<file path="src/rtl/traffic_pkg.sv">
// Shared state encoding and lamp constants for the intersection phase controller.
// FLASH is always encoded; it is only reachable when built with NIGHT_FLASH_EN.
package traffic_pkg;
  typedef enum logic [2:0] {
    MAIN_GREEN  = 3'd0,
    MAIN_YELLOW = 3'd1,
    ALL_RED_1   = 3'd2,
    SIDE_GREEN  = 3'd3,
    SIDE_YELLOW = 3'd4,
    ALL_RED_2   = 3'd5,
    FLASH       = 3'd6
  } state_t;

  localparam logic [2:0] LAMP_R   = 3'b100;
  localparam logic [2:0] LAMP_Y   = 3'b010;
  localparam logic [2:0] LAMP_G   = 3'b001;
  localparam logic [2:0] LAMP_OFF = 3'b000;
endpackage

</file>
<file path="src/rtl/phase_timer.sv">
// Tick-enabled phase timer; saturates at the last count of the current phase.
// done flags the final tick of the phase (count == duration-1).
module phase_timer #(
  parameter int TIMER_W = 6
) (
  input  logic               clk,
  input  logic               rst,
  input  logic               clr,
  input  logic               tick,
  input  logic [TIMER_W-1:0] limit,
  output logic               done
);
  logic [TIMER_W-1:0] cnt_q;

  assign done = (cnt_q == limit);

  always_ff @(posedge clk) begin
    if (rst || clr)
      cnt_q <= '0;
    else if (tick && !done)
      cnt_q <= cnt_q + 1'b1;
  end
endmodule

</file>
<file path="src/rtl/traffic_phase_fsm.sv">
// Main/side road phase sequencer driven by a 1 Hz tick, Moore lamp outputs.
// Optional night flashing mode is built in with NIGHT_FLASH_EN.
module traffic_phase_fsm
  import traffic_pkg::*;
#(
  parameter int MAIN_GREEN_S = 20,
  parameter int SIDE_GREEN_S = 10,
  parameter int YELLOW_S     = 3,
  parameter int ALL_RED_S    = 1,
  parameter int TIMER_W      = 6
) (
  input  logic       clk,
  input  logic       rst,
  input  logic       tick,
  input  logic       side_req,
  input  logic       night_mode,
  output logic [2:0] main_light,
  output logic [2:0] side_light,
  output logic [2:0] phase
);
  state_t state_q, state_d;
  logic req_q, req_d;
  logic t_done;
  logic [TIMER_W-1:0] limit;
  logic entering_sg;

  phase_timer #(.TIMER_W(TIMER_W)) u_timer (
    .clk  (clk),
    .rst  (rst),
    .clr  (state_d != state_q),
    .tick (tick),
    .limit(limit),
    .done (t_done)
  );

  always_comb begin
    limit = '0;
    case (state_q)
      MAIN_GREEN:  limit = TIMER_W'(MAIN_GREEN_S - 1);
      MAIN_YELLOW,
      SIDE_YELLOW: limit = TIMER_W'(YELLOW_S - 1);
      SIDE_GREEN:  limit = TIMER_W'(SIDE_GREEN_S - 1);
      ALL_RED_1,
      ALL_RED_2:   limit = TIMER_W'(ALL_RED_S - 1);
      default:     limit = '0;
    endcase
  end

  always_comb begin
    state_d = state_q;
    if (tick) begin
      case (state_q)
        MAIN_GREEN:  if (t_done && req_q) state_d = MAIN_YELLOW;
        MAIN_YELLOW: if (t_done) state_d = ALL_RED_1;
        ALL_RED_1:   if (t_done) state_d = SIDE_GREEN;
        SIDE_GREEN:  if (t_done) state_d = SIDE_YELLOW;
        SIDE_YELLOW: if (t_done) state_d = ALL_RED_2;
        ALL_RED_2:   if (t_done) state_d = MAIN_GREEN;
        default:     state_d = MAIN_GREEN;
      endcase
`ifdef NIGHT_FLASH_EN
      if (night_mode)
        state_d = FLASH;
      else if (state_q == FLASH)
        state_d = ALL_RED_2;
`endif
    end
  end

  // Entry into side green consumes the request, even against a new one.
  assign entering_sg = (state_d == SIDE_GREEN) && (state_q != SIDE_GREEN);

  always_comb begin
    req_d = req_q;
    if (entering_sg)
      req_d = 1'b0;
    else if (side_req && state_q != SIDE_GREEN)
      req_d = 1'b1;
  end

  always_ff @(posedge clk) begin
    if (rst) begin
      state_q <= MAIN_GREEN;
      req_q   <= 1'b0;
    end else begin
      state_q <= state_d;
      req_q   <= req_d;
    end
  end

`ifdef NIGHT_FLASH_EN
  logic flash_q;

  always_ff @(posedge clk) begin
    if (rst)
      flash_q <= 1'b0;
    else if (state_d == FLASH && state_q != FLASH)
      flash_q <= 1'b0;
    else if (state_q == FLASH && tick)
      flash_q <= ~flash_q;
  end
`else
  logic unused_night;
  assign unused_night = night_mode;
`endif

  always_comb begin
    main_light = LAMP_R;
    side_light = LAMP_R;
    case (state_q)
      MAIN_GREEN:  main_light = LAMP_G;
      MAIN_YELLOW: main_light = LAMP_Y;
      SIDE_GREEN:  side_light = LAMP_G;
      SIDE_YELLOW: side_light = LAMP_Y;
`ifdef NIGHT_FLASH_EN
      FLASH: begin
        main_light = flash_q ? LAMP_Y : LAMP_OFF;
        side_light = flash_q ? LAMP_R : LAMP_OFF;
      end
`endif
      default: ;
    endcase
  end

  assign phase = state_q;
endmodule

</file>
<file path="config.mk">
export PLATFORM = sky130hd
export DESIGN_NAME = traffic_phase_fsm
export DESIGN_NICKNAME = d
export VERILOG_FILES = /design/src/rtl/traffic_pkg.sv /design/src/rtl/phase_timer.sv /design/src/rtl/traffic_phase_fsm.sv
export SDC_FILE = /design/constraint.sdc
export NUM_CORES = 1
export LEC_CHECK = 0
export ABC_AREA = 0
export ABC_CLOCK_PERIOD_IN_PS = 2100
export BUFFER_PORTS_ARGS = -buffer_cell sky130_fd_sc_hd__buf_2
export CORE_MARGIN = 3
export CORE_UTILIZATION = 33
export CTS_BUF_LIST = sky130_fd_sc_hd__clkbuf_8
export CTS_CLUSTER_DIAMETER = 150
export DETAILED_ROUTE_END_ITERATION = 16
export PLACE_DENSITY = 0.55
export SLEW_MARGIN = 15
export SYNTH_ARGS = -nofsm -noshare
export SYNTH_HDL_FRONTEND = slang
export SYNTH_SLANG_ARGS = --single-unit
</file>
<file path="constraint.sdc">
create_clock -name clk -period 2.1 [get_ports clk]
set_input_delay 0.21 -clock clk [delete_from_list [all_inputs] [get_ports clk]]
set_output_delay 0.21 -clock clk [all_outputs]
set_load 0.02 [all_outputs]
</file>
# --- After elaboration in Yosys (flattened, before gate mapping) ---
# Cells that the tools add are included.
word_totals:
  elab_cells: 33
  output_inout_bits: 9
  ff_bits: 10
  inputBits: 5
op_classes:
  add_sub_neg: 1
  eq_ne: 9
  muxes: 11
  reduce_logical: 9
ops:
  columns: ["op", "count"]
  rows:
  - ["3-bit 2-to-1 mux", 7]
  - ["3-bit one-hot mux with 6 select lines", 1]
  - ["5-bit one-hot mux with 3 select lines", 1]
  - ["3-bit one-hot mux with 2 select lines", 2]
  - ["3-bit by 2-bit equality test with 1-bit output, second input constant", 3]
  - ["6-bit by 1-bit adder with 6-bit output, second input constant", 1]
  - ["3-bit equality test, second input constant", 2]
  - ["6-bit by 5-bit equality test with 1-bit output", 1]
  - ["1-bit logical AND", 4]
  - ["2-bit OR reduction", 2]
  - ["3-bit by 1-bit equality test with 1-bit output, second input constant", 1]
  - ["3-bit zero test", 1]
  - ["3-bit by 2-bit inequality test with 1-bit output, second input constant", 1]
  - ["3-bit inequality test", 1]
  - ["1-bit zero test", 1]
  - ["1-bit logical OR", 1]

# --- Longest topological paths before layout ---
depth:
  word_depth: 11
  ltp_mapped: 6
  ltp_nobuf: 5

# --- Hierarchy ---
# From an unflattened synthesis, not the netlist that was laid out.
unflattened:
  cells_unflattened: 82
  area_unflattened_um2: 644.4
by_module_without_submodules:
  columns: ["mod", "n_inst", "seq_area_each_um2", "area_each_um2", "cells_per_inst"]
  rows:
  - ["phase_timer", 1, 120.1, 349.1, 41]
  - ["traffic_phase_fsm", 1, 80.1, 295.3, 41]

# --- Least setup slack after synthesis ---
# OpenSTA, ideal clock, no wires.
synth_path:
  path_type: "register to register"
  from: "register state_q[2], in the netlist phase[2]"
  to: "register u_timer.cnt_q[1]"
  required_time_ns: 1.980
  synth_period_minus_slack_ns: 1.959
  path_stages_with_launch: 7
  setup_time_ns: 0.120
  slack_ns: 0.141
  path_buffers: 1
  arrival_time_ns: 1.839
  cell_sequence: "dfxtp_1 buf_2 nor3_2 nor3_1 a211o_1 and3_1 o31a_1"
synth_between:
  elab_chain_cells: 10
  elab_cells_between_ends: 22
  classes_between: "eq/ne (7); mux (9); reduce/logical (6)"
synth_rtl:
  columns: ["item", "line", "rtl"]
  rows:
  - ["start: declaration", "traffic_phase_fsm.sv:21", "state_t state_q, state_d;"]
  - ["start signal: assignment", "traffic_phase_fsm.sv:86", "state_q <= state_d;"]
  - ["3-bit equality test / 3-bit by 1-bit equality test with 1-bit output (equally long branches)", "traffic_phase_fsm.sv:38, traffic_phase_fsm.sv:52", null]
  - ["2-bit OR reduction", "traffic_phase_fsm.sv:38", "case (state_q)"]
  - ["5-bit one-hot mux with 3 select lines", "traffic_phase_fsm.sv:38", null]
  - ["6-bit by 5-bit equality test with 1-bit output", "phase_timer.sv:15", "assign done = (cnt_q == limit);"]
  - ["1-bit logical AND", "traffic_phase_fsm.sv:53", "MAIN_GREEN: if (t_done && req_q) state_d = MAIN_YELLOW;"]
  - ["3-bit 2-to-1 mux", "traffic_phase_fsm.sv:53", null]
  - ["3-bit one-hot mux with 6 select lines", "traffic_phase_fsm.sv:52", "case (state_q)"]
  - ["3-bit 2-to-1 mux", "traffic_phase_fsm.sv:51", "if (tick) begin"]
  - ["3-bit inequality test", "traffic_phase_fsm.sv:30", ".clr (state_d != state_q),"]
  - ["1-bit logical OR", "phase_timer.sv:18", "if (rst || clr)"]
  - ["end signal: assignment", "phase_timer.sv:21", "cnt_q <= cnt_q + 1'b1;"]
  - ["end: declaration", "phase_timer.sv:13", "logic [TIMER_W-1:0] cnt_q;"]
# Several ways; a longest one is shown, not always the timed one.
# A chain may end at the register's enable or synchronous reset.

# --- Worst setup path after layout ---
layout_path:
  from: "register state_q[0], in the netlist phase[0]"
  to: "register u_timer.cnt_q[4]"
# The elaborated chain is that of the path after synthesis.

==> results.toml <==
[cts]
clk_latency_ns = 0.24
cts_buffers = 3
cts_max_path_buffers = 2
clkTransAtPathRegs_ns = 0.05
hold_buffers = 0
h-tree-depth = 1
postCtsSetupRepairBufs = 0
cts_sinks = 10
cts_root_buf = "clkbuf_8"
cts_tree = "done"
ctsResizeCount = 0

[timing]
period_needed_ns = 1.87
setup_viol = 0
hold_viol_final = 0
clock_skew_ns = 0.00390
layout_setup_ws_ns = 0.227
post-route-period-util = 0.892
fin_tns_setup_ns = 0
rsz0062_at_grt = "no"
slew_viol_final = 0
slew_headroom = 0.717
max_freq_mhz = 534
tightest_slew_ns = 0.421

[min_path]
hold_class = "input port to flop"
holdPathStages = 2

[critical_path]
rr_worst_depth = 5
ff2ff_setup_slack_ns = 0.23
worstSetupPathType = "flop to flop"
path_max_fanout = 9
critical_path_buf_inv_count = 0
slowest_delay_ns = 0.51
cp.required_ns = 2.21
cp_top_family = "compound AO/OA/AOI/OAI gates"
crit_cells = 5
arrival_ns = 1.99
cp-start-kind = "flop"
crit_path_top_delay_cell = "dfxtp_1"
crit_path_end_kind = "flop"
worstPathCellList = "a211oi_1, or3_4, a211o_1, o21ai_0, nor2_1"

[final_layout]
drive_gt1_frac = 0.276
area_growth_pct = 22.1
layout_common_cells = "buf_2, dfxtp_1, nor2_1"
final_common_cell = "buf_2"
finalCoreUtilization = 0.452
antenna_cells = 0
num-nets-final = 105

[route]
wl_met2_um = 619
drt-total-wl_um = 1530
drt-initial-drc-count = 16
wl_met3_um = 101
wl_per_cell_um = 12.4
route.detailed.drc = 0
route.layer.met1.wl_um = 785
dr.max_layer_used = "met4"
via_per_inst = 5.25
vias = 646
first_pass_iters = 4
route.antenna.remaining_nets = 0

[synthesis]
synth_fa_ha_area_frac = 0.0186
syn-num-nets = 88
yosys.area.top_type = "dfxtp_1"
synth.distinct_cells = 36
synth_top_family_by_area = "simple AND/OR/NAND/NOR gates"
syn-instance-count = 82
synthSimpleGateAreaFrac = 0.365
ys_seq_area_frac = 0.297
synth_compound_area_frac = 0.200
yosysWarningCount = 0
synthMuxAreaShare = 0.0148
synth_edf_count = 0
synth-seq-cells = 10
synthTopCellsByArea = "dfxtp_1, nor2b_1, a211oi_1, nor2_1, nor4b_2"
ys.flop_type = "dfxtp_1"
synth_xor_area_frac = 0.0519
synth_area_um2 = 674
syn_area_per_cell_um2 = 8.22
yosysTopAreaCellShare = 0.297
async_flop_share = 0

[pwr]
ir_worst_vdd_v = 0.000326
p_comb_frac = 0.068
power_leakage_nw = 0.321
pwr-share-seq = 0.421
power.total_mw = 0.478
p_sw_mw = 0.101
powerDensity_nw_per_um2 = 580
switching_share = 0.211
p_clk_frac = 0.512
p_int_mw = 0.377

[floorplanning]
die_width_um = 51.2
die_y_um = 51.2
rows = 15
core_area_um2 = 1820
start_util = 0.370
dieArea_um2 = 2620
ios = 14

[status]
outcome = "complete, no violations"

[flow_run]
cap_viol_max_count = 0

[placed_design]
pre_cts_ws_ns = 0.221
io_buffers = 12
place_congestion = 0.793
dp_hpwl_um = 1110

[global_route]
grt_usage = 0.129
grt_pass1_wl_um = 2550
grt-ovfl-total = 0
first_global_vias = 590
antenna_found_initial = 0
grt_max_degree = 16
[worst paths after layout]
path / end / from
worst min-delay path: phase[0]$_SDFF_PP0_ / rst
worst max-delay path: u_timer.cnt_q[4]$_SDFFE_PP0P_ / phase[0]$_SDFF_PP0_
worst max register to register: u_timer.cnt_q[4]$_SDFFE_PP0P_ / phase[0]$_SDFF_PP0_
worst min register to register: u_timer.cnt_q[2]$_SDFFE_PP0P_ / u_timer.cnt_q[2]$_SDFFE_PP0P_
[per-layer routing]
layer | global-route usage | vias up
li1 | - | 333
met1 | 0.173 | 294
met2 | 0.187 | 15
met3 | 0.0496 | 4
met4 | 0.0448 | 0
met5 | 0 | -
[power by group through the flow]
| stage | Combinational [mW] | Clock [mW] | Sequential, mW |
|---|---|---|---|
| finish | 0.0323 | 0.244 | 0.201 |
| global route | 0.0369 | 0.260 | 0.201 |
| CTS | 0.0324 | 0.252 | 0.201 |
| detailed placement | 0.0323 | 0 | 0.205 |
| global placement | 0.0315 | 0 | 0.205 |
| floorplan | 0.0236 | 0 | 0.202 |
[cells in the mapped netlist, types with 2 or more instances]
cell and instances:
o21ai_0 3, a31oi_1 4, xor2_1 3, nor2_1 8, a211o_1 2, nand2b_1 3, nand2_1 5, nor4b_2 2
a21oi_1 2, o31a_1 2, dfxtp_1 10, inv_1 2, nand4_1 2, a211oi_1 4, nand3_1 3, nor2b_1 5
nor3b_1 3
[kinds of logic (layout without fill, tap and decap cells)]
group                    Yosys count  count (layout)
flip-flops                        10              10
adder cells (fa/ha/maj)            1               1
AND/OR/NAND/NOR                   40              40
multiplexers                       1               1
buffers and inverters              6              22
XOR/XNOR                           4               4
AO/OA/AOI/OAI                     20              20
[sequential cells by signal (all words and copies together) (netlist names)]
signal	count
u_timer.cnt_q	6
req_q	1
phase	3
[area by class of cell]
cell class	count	area (um2)
flip-flops and latches	10	200
multi-input cells	66	439
clock buffers	4	55.1
inverters	2	7.51
repair buffers	16	90.1
fillers	202	997
well taps	25	31.3
[stage by stage]
step / hold WS [ns] / instances / instance area, um2
after floorplan: 0.279 / 82 / 674
after global placement: 0.441 / 119 / 768
after detailed placement: 0.441 / 119 / 768
after CTS: 0.183 / 123 / 823
after global routing: 0.197 / 123 / 823
final: 0.189 / 123 / 823
[worst reg2reg max path: stages (launching register included)]
cell and delay, ns:
dfxtp_1 0.51, a211oi_1 0.13, or3_4 0.35, a211o_1 0.29
o21ai_0 0.37, nor2_1 0.09
No activity file was read; power rests on OpenSTA's default activity.
